## config.mk

```make
export PLATFORM = sky130hd
export DESIGN_NAME = cache_mem_arbiter
export DESIGN_NICKNAME = d
export VERILOG_FILES = /design/src/rtl/cache_mem_arbiter_pkg.sv /design/src/rtl/cache_mem_arbiter_block_fill_seq.sv /design/src/rtl/cache_mem_arbiter.sv
export SDC_FILE = /design/constraint.sdc
export NUM_CORES = 1
export LEC_CHECK = 0
export CORE_AREA = 8 8 93 95
export DETAILED_ROUTE_END_ITERATION = 8
export DIE_AREA = 0 0 101 103
export DONT_BUFFER_PORTS = 1
export PLACE_DENSITY = 0.48
export SETUP_SLACK_MARGIN = 0.2
export SYNTH_ARGS = -nofsm -noshare
export SYNTH_HDL_FRONTEND = slang
export SYNTH_SLANG_ARGS = --single-unit
```

## constraint.sdc

```tcl
create_clock -name clk -period 2 [get_ports clk]
set_input_delay 0.2 -clock clk [delete_from_list [all_inputs] [get_ports clk]]
set_output_delay 0.2 -clock clk [all_outputs]
set_load 0.005 [all_outputs]
```

## src/rtl/cache_mem_arbiter_pkg.sv

```systemverilog
// Shared types and constants for the I/D-cache main-memory arbiter.
// Holds the arbiter state encoding, requester identity and the tie-break helper.
package mem_arb_pkg;

    localparam int ADDR_BITS         = 16;
    localparam int DATA_BITS         = 16;
    localparam int BLOCK_OFFSET_BITS = 4;
    localparam int WORD_IDX_BITS     = 3;

    typedef enum logic [1:0] {
        IDLE    = 2'd0,
        I_FILL  = 2'd1,
        D_FILL  = 2'd2,
        D_WRITE = 2'd3
    } arbState_t;

    typedef enum logic {
        REQ_I = 1'b0,
        REQ_D = 1'b1
    } requester_t;

    // On a tie the side that was not granted last wins.
    function automatic requester_t pickWinner(
        input logic       iReq,
        input logic       dReq,
        input requester_t lastGrant
    );
        if (iReq && dReq) begin
            return (lastGrant == REQ_I) ? REQ_D : REQ_I;
        end else if (dReq) begin
            return REQ_D;
        end else begin
            return REQ_I;
        end
    endfunction

endpackage

```

## src/rtl/cache_mem_arbiter_block_fill_seq.sv

```systemverilog
// Block-fill sequencer: issues the word addresses of one cache block and
// counts the returned words, flagging the last one.
module block_fill_seq
    import mem_arb_pkg::*;
#(
    parameter int WORDS = 8
)
(
    input  logic                                    clk,
    input  logic                                    rst_n,
    input  logic                                    active,
    input  logic [ADDR_BITS-1:BLOCK_OFFSET_BITS]    baseAddr,
    input  logic                                    memDataValid,
    output logic                                    issue,
    output logic [ADDR_BITS-1:0]                    fillAddr,
    output logic [WORD_IDX_BITS-1:0]                wordIdx,
    output logic                                    wordValid,
    output logic                                    lastWord
);

    localparam logic [WORD_IDX_BITS-1:0] LAST_IDX = WORD_IDX_BITS'(WORDS - 1);

    logic [WORD_IDX_BITS-1:0] issCnt;
    logic [WORD_IDX_BITS-1:0] retCnt;
    logic                     issuedAll;

    assign issue     = active && !issuedAll;
    assign fillAddr  = {baseAddr, issCnt, 1'b0};
    assign wordValid = active && memDataValid;
    assign wordIdx   = retCnt;
    assign lastWord  = wordValid && (retCnt == LAST_IDX);

    // issCnt parks on the last index; issuedAll stops further issue instead of wrapping.
    always_ff @(posedge clk or negedge rst_n) begin
        if (!rst_n) begin
            issCnt    <= '0;
            retCnt    <= '0;
            issuedAll <= 1'b0;
        end else if (!active || lastWord) begin
            issCnt    <= '0;
            retCnt    <= '0;
            issuedAll <= 1'b0;
        end else begin
            if (issue) begin
                if (issCnt == LAST_IDX) begin
                    issuedAll <= 1'b1;
                end else begin
                    issCnt <= issCnt + 1'b1;
                end
            end
            if (wordValid) begin
                retCnt <= retCnt + 1'b1;
            end
        end
    end

endmodule

```

## src/rtl/cache_mem_arbiter.sv

```systemverilog
// Arbitrates the single pipelined memory port between I-cache fills and
// D-cache fills/write-through stores, steering returned words to the owner.
module cache_mem_arbiter
    import mem_arb_pkg::*;
#(
    parameter int MEM_LATENCY     = 4,
    parameter int WORDS_PER_BLOCK = 8
)
(
    input  logic                     clk,
    input  logic                     rst_n,
    input  logic                     i_req,
    input  logic [ADDR_BITS-1:0]     i_addr,
    input  logic                     d_req,
    input  logic                     d_wr,
    input  logic [ADDR_BITS-1:0]     d_addr,
    input  logic [DATA_BITS-1:0]     d_wdata,
    output logic                     i_grant,
    output logic                     d_grant,
    output logic                     i_data_valid,
    output logic                     d_data_valid,
    output logic [WORD_IDX_BITS-1:0] word_idx,
    output logic                     i_done,
    output logic                     d_done,
    output logic                     mem_enable,
    output logic                     mem_wr,
    output logic [ADDR_BITS-1:0]     mem_addr,
    output logic [DATA_BITS-1:0]     mem_wdata,
    input  logic                     mem_data_valid,
    input  logic [DATA_BITS-1:0]     mem_rdata
);

    // The memory latency is a property of the attached memory; only its legality matters here.
    generate
        if (MEM_LATENCY < 1) begin : gBadLatency
            $error("cache_mem_arbiter: MEM_LATENCY must be at least 1");
        end
        if (WORDS_PER_BLOCK != (1 << WORD_IDX_BITS)) begin : gBadBlock
            $error("cache_mem_arbiter: WORDS_PER_BLOCK must match WORD_IDX_BITS");
        end
    endgenerate

    arbState_t                state;
    requester_t               lastGrant;
    requester_t               winner;
    logic [ADDR_BITS-1:1]     addrLatch;
    logic [DATA_BITS-1:0]     wdataLatch;

    logic                     fillActive;
    logic                     seqIssue;
    logic [ADDR_BITS-1:0]     seqAddr;
    logic [WORD_IDX_BITS-1:0] seqWordIdx;
    logic                     seqWordValid;
    logic                     seqLastWord;

    // Byte-lane bit 0 never reaches memory: every access is word aligned.
    logic                     unusedAddrBits;
    assign unusedAddrBits = ^{i_addr[0], d_addr[0], mem_rdata};

    assign fillActive = (state == I_FILL) || (state == D_FILL);
    assign winner     = pickWinner(i_req, d_req, lastGrant);

    block_fill_seq #(
        .WORDS        (WORDS_PER_BLOCK)
    ) uFillSeq (
        .clk          (clk),
        .rst_n        (rst_n),
        .active       (fillActive),
        .baseAddr     (addrLatch[ADDR_BITS-1:BLOCK_OFFSET_BITS]),
        .memDataValid (mem_data_valid),
        .issue        (seqIssue),
        .fillAddr     (seqAddr),
        .wordIdx      (seqWordIdx),
        .wordValid    (seqWordValid),
        .lastWord     (seqLastWord)
    );

    always_ff @(posedge clk or negedge rst_n) begin
        if (!rst_n) begin
            state      <= IDLE;
            lastGrant  <= REQ_I;
            addrLatch  <= '0;
            wdataLatch <= '0;
        end else begin
            case (state)
                IDLE: begin
                    if (i_req || d_req) begin
                        lastGrant  <= winner;
                        wdataLatch <= d_wdata;
                        if (winner == REQ_D) begin
                            state     <= d_wr ? D_WRITE : D_FILL;
                            addrLatch <= d_addr[ADDR_BITS-1:1];
                        end else begin
                            state     <= I_FILL;
                            addrLatch <= i_addr[ADDR_BITS-1:1];
                        end
                    end
                end
                I_FILL, D_FILL: begin
                    if (seqLastWord) begin
                        state <= IDLE;
                    end
                end
                D_WRITE: begin
                    state <= IDLE;
                end
                default: begin
                    state <= IDLE;
                end
            endcase
        end
    end

    assign i_grant      = (state == I_FILL);
    assign d_grant      = (state == D_FILL) || (state == D_WRITE);
    assign i_data_valid = seqWordValid && (state == I_FILL);
    assign d_data_valid = seqWordValid && (state == D_FILL);
    assign word_idx     = fillActive ? seqWordIdx : '0;
    assign i_done       = seqLastWord && (state == I_FILL);
    assign d_done       = (seqLastWord && (state == D_FILL)) || (state == D_WRITE);

    assign mem_enable   = seqIssue || (state == D_WRITE);
    assign mem_wr       = (state == D_WRITE);
    assign mem_addr     = (state == D_WRITE) ? {addrLatch, 1'b0}
                        : (seqIssue ? seqAddr : '0);
    assign mem_wdata    = wdataLatch;

endmodule

```

; Word-level counts from Yosys, hierarchy flattened
; Cells that the tools add are included.
[word_totals]
ff_bits = 41
in_bits = 70
out_inout_bits = 43
wordCells = 62
[classes]
n_mux = 20
reduce_logical = 25
n_addsub = 2
eq_ne = 8
[op_table]
columns = op, n
row1 = 16-bit two-way mux, 2
row2 = 3-bit two-way mux, 6
row3 = 15-bit two-way mux, 1
row4 = 1-bit logical AND, 8
row5 = 2-bit AND reduction, 4
row6 = 1-bit two-way mux, 7
row7 = "3-bit by 1-bit adder with 3-bit output, second input constant", 2
row8 = "3-bit equality test, second input constant", 2
row9 = 1-bit logical OR, 6
row10 = 2-bit two-way mux, 3
row11 = 2-bit case mux with 3 select lines, 1
row12 = 2-bit nonzero test, 3
row13 = "2-bit equality test, second input constant", 2
row14 = "2-bit != test, second input constant", 2
row15 = "2-bit by 1-bit equality test with 1-bit output, second input constant", 1
row16 = 1-bit zero test, 2
row17 = 2-bit zero test, 1
row18 = "2-bit by 1-bit != test with 1-bit output, second input constant", 1
row19 = 2-bit OR reduction, 1

; Logic depth before layout (Yosys ltp)
[depth]
word_depth = 7
ltp_mapped = 7
ltp_nobuf = 5

; Cells and area by module
; A second synthesis with hierarchy kept.
[unflattened]
cells_unflattened = 219
hier_area_um2 = 2267.2
[modules_own_cells]
columns = mod, seq_area_each_um2, instances, area_each_um2, cells_per_inst
row1 = cache_mem_arbiter, 850.8, 1, 1784.2, 169
row2 = block_fill_seq, 175.2, 1, 483.0, 50

; Least setup slack after synthesis
; No wires, ideal clock.
[synth_timing]
path_type = reg2out
start = register state[0]
end = output mem_addr[1]
t_required_ps = 1800
slack_ps = 384
arrival_ps = 1416
stages_incl_launch_ff = 6
n_path_buf = 1
cell_sequence = dfrtp_1 > inv_1 > ha_1 > a21oi_1 > buf_2 > nor2_1
[synth_between]
elab_chain_len = 5
elab_cells_between_ends = 7
classes_between = eq/ne (3) / mux (2) / reduce/logical (2)
[synth_lines]
columns = item, line_no
row1 = "start, declared", cache_mem_arbiter.sv:43  ; arbState_t state;
row2 = "start signal, assigned", cache_mem_arbiter.sv:91  ; state <= d_wr ? D_WRITE : D_FILL;
row3 = 2-bit by 1-bit equality test with 1-bit output or 2-bit equality test (tied branches), cache_mem_arbiter.sv:60  ; assign fillActive = (state == I_FILL) || (state == D_FILL);
row4 = 1-bit logical OR, cache_mem_arbiter.sv:60
row5 = 1-bit logical AND, cache_mem_arbiter_block_fill_seq.sv:27  ; assign issue = active && !issuedAll;
row6 = 16-bit two-way mux, cache_mem_arbiter.sv:125  ; : (seqIssue ? seqAddr : '0);
row7 = 16-bit two-way mux (*), cache_mem_arbiter.sv:124  ; assign mem_addr = (state == D_WRITE) ? {addrLatch, 1'b0}
row8 = "end, declared", cache_mem_arbiter.sv:27  ; output logic [ADDR_BITS-1:0] mem_addr,
; Mark *: on every way between the ends. The rest lies on a longest branch, timed or not.

; Worst setup path after layout
[layout_timing]
start = register state[0]
end = output mem_addr[5]
; Same word-level chain as after synthesis.

==> impl_metrics.yaml <==
status:
  outcome: "finished, final reports clean"
clock_tree:
  clkTransAtPathRegs_ns: 0.08
  ctsHtreeMaxLevel: 2
  cts_buffers: 5
  cts_buffer_depth: 2
  insertion_delay_ns: 0.29
  cts.sink_count: 41
  tritoncts: "built"
  clockRootBuffer: "clkbuf_8"
power_and_ir_drop:
  p_sw_frac: 0.3750
  p_leak_nw: 1.104
  p_per_area_nw_per_um2: 1625
  p_clk_frac: 0.132
  seqPwrFrac: 0.367
  combPwrFrac: 0.501
  ir_drop_v: 0.0005376
  internal_power_mw: 2.526
  p_switching_mw: 1.516
critical_path:
  required_ns: 1.80
  slowest_stage: "dfrtp_1"
  setup.worst_path.end_class: "output port"
  crit_arrival_ns: 1.56
  worstSetupStartpointType: "register"
  crit_fanout: 4
  setup.worst_path.class: "register to output port"
  max_stage_delay_ns: 0.41
  crit_chain: "inv_2, ha_4, a21oi_4, buf_6, and2b_1"
timing:
  slew_headroom: 0.5875
  setup_viol: 0
  drv_slew: 0
  finalHoldViolations: 0
  grt_setup_unrepaired: "true"
  fmax_mhz: 568.5
  fin_crit_ns: 1.759
  timing.final.crit_share: 0.8795
  worst_pin_slew_ns: 0.6187
  fin_skew_ns: 0.005283
  finalWorstSetupSlack_ns: 0.2410
  tns_ns: 0
cells_and_area:
  n_antenna_cell: 0
  final_nets: 291
  multi_input_area_um2: 1047
  n_fill_cell: 750
  regArea_um2: 1026
  area_growth_pct: 19.04
  layout-drive-gt1-share: 0.2488
logic_synthesis:
  yosysMostFrequentCell: "dfrtp_1"
  synthDistinctLibCells: 28
  syn_inst: 200
  synth_top_cell_area_share: 0.4910
  synth_common_cells: "41 x dfrtp_1, 33 x nand2_1, 23 x nor2_1"
  synth_async_sr_flop_share: 1.000
  syn_nets: 279
  ys_seq_area_frac: 0.4910
  ys_warn_count: 0
  synthTopCellsByArea: "dfrtp_1 49%, mux2_4 6.5%, nand2_1 5.9%"
  synth_ff_type: "dfrtp_1"
  synth-seq-cells: 41
  synth.cell_area_um2: 2090
  synth-edff-count: 0
  synth_area_leader_cell: "dfrtp_1"
  syn_avg_cell_area_um2: 10.45
min_path:
  hp-class: "primary input to register"
floorplan:
  fp-row-count: 31
  io_pins: 113
  start_util: 0.2928
  core_area_um2: 7137
  die_y_um: 103
  die_area_um2: 10400
  die_x_um: 101
placed_design:
  routabilityCongestion: 0.7274
  dpl_worst_slack_ns: 0.2334
  post-dp-hpwl_um: 3750
  io_buffers: 0
global_route:
  antenna_found_initial: 0
  globalRoute.totalOverflow: 0
  track_usage: 0.1067
  first_global_vias: 1577
  grt_max_degree: 42
  grt_pass1_wl_um: 8466
drt:
  num_vias: 1441
  drtPass1Iterations: 4
  vias_per_cell: 4.619
  drt_iter0_markers: 48
  ant_nets: 0
  drc: 0
  wl_per_cell_um: 17.89
  drt_wl_total_um: 5582
flow_run:
  maxCapViolCount: 0
[metrics by stage]
stage	utilization	instances	hold WS (ns)	area (um2)	total power, mW
after global routing	0.3485	312	0.03125	2487	4.402
final	0.3485	312	0.04424	2487	4.041
after detailed placement	0.3056	292	-0.09448	2181	3.061
after CTS	0.3324	308	0.03672	2372	3.843
after global placement	0.3056	292	-0.09454	2181	3.043
after floorplan	-	200	-0.09559	2090	2.690
[placed cells by master, fill, tap and decap left out, drive strengths merged]
master | netlist | routed
inv | 4 | 4
ha | 9 | 9
a21bo | 2 | 2
and2 | 4 | 4
a41o | 1 | 1
mux2 | 16 | 16
o21a | 1 | 1
or2 | 1 | 1
clkbuf | 1 | 10
a31oi | 16 | 16
nor2b | 15 | 15
o21ai | 3 | 3
a21boi | 2 | 2
xnor2 | 2 | 2
nor2 | 23 | 23
and4 | 1 | 1
mux2i | 5 | 5
nand2 | 33 | 33
and2b | 2 | 2
buf | 10 | 12
conb | 1 | 1
a21oi | 6 | 6
and3 | 1 | 1
dlygate4sd3 | 0 | 2
dfrtp | 41 | 41
[worst max-delay path: cells and delay by family, from the launching register on]
kind / cells / cell delay (ns)
adder cells (fa/ha/maj): 1 / 0.23
AO/OA/AOI/OAI: 1 / 0.17
AND/OR/NAND/NOR: 1 / 0.20
flip-flops: 1 / 0.41
buffers and inverters: 2 / 0.25
[repair_timing]
| item | in CTS | in global routing |
|---|---|---|
| endpoints found under the hold margin | 42 | 0 |
| cloned | 1 | 1 |
| buffers inserted | 4 | 3 |
| gates resized for setup | 8 | 18 |
| hold buffers | 3 | 0 |
| pin swaps | 2 | 4 |
| endpoints found under the setup margin | 16 | 29 |
[flip-flops by register name, summed over array words and instances (netlist names)]
name,flops
mem_wdata,16
addrLatch,15
uFillSeq.issCnt,3
lastGrant,1
state,2
uFillSeq.wordIdx,3
uFillSeq.issuedAll,1
[power groups by stage]
stage                     Combinational, mW  Clock, mW  Sequential (mW)
after detailed placement               1.56          0             1.50
final                                  2.02      0.535             1.48
after global placement                 1.55          0             1.50
after floorplan                        1.27          0             1.42
after global routing                   2.26      0.600             1.54
after CTS                              1.79      0.563             1.49
[layer usage]
layer | up-vias | share of wire | GRT usage | wire length, um
met1 | 683 | 0.42 | 0.1272 | 2329
li1 | 694 | - | - | -
met3 | 5 | 0.090 | 0.04929 | 505
met2 | 59 | 0.48 | 0.1701 | 2699
met5 | - | 0 | 0 | 0
met4 | 0 | 0.0086 | 0.02749 | 48
[cells by family (layout without fill, tap and decap cells)]
logic type | Yosys count | in the layout | share of synthesized area
fa+ha+maj | 9 | 9 | 0.05389
simple gates | 80 | 80 | 0.1749
flops | 41 | 41 | 0.4910
compound gates | 31 | 31 | 0.09821
xor+xnor | 2 | 2 | 0.008385
other cells | 1 | 1 | 0.001795
buf+inv | 15 | 28 | 0.04550
mux | 21 | 21 | 0.1264
[worst paths after layout]
path                       slack (ns)       start  cells past startpoint             to
setup / recovery                 0.24    state[0]                      5    mem_addr[5]
hold / removal                   0.04  i_addr[11]                      2  addrLatch[11]
setup reg to reg                 0.30    state[0]                      6       state[1]
hold reg to reg                  0.54   lastGrant                      1      lastGrant
max in group asynchronous        1.40       rst_n                      2   addrLatch[3]
min in group asynchronous        0.40       rst_n                      2       state[0]
[cell type report]
class                      count  share of cell area
tap                           99             0.04980
sequential                    41              0.4125
multi-input combinational    144              0.4210
clock buffer                   8             0.03219
inverter                       4            0.006036
timing repair buffer          16             0.07847
(Power assumes the default switching activity.)
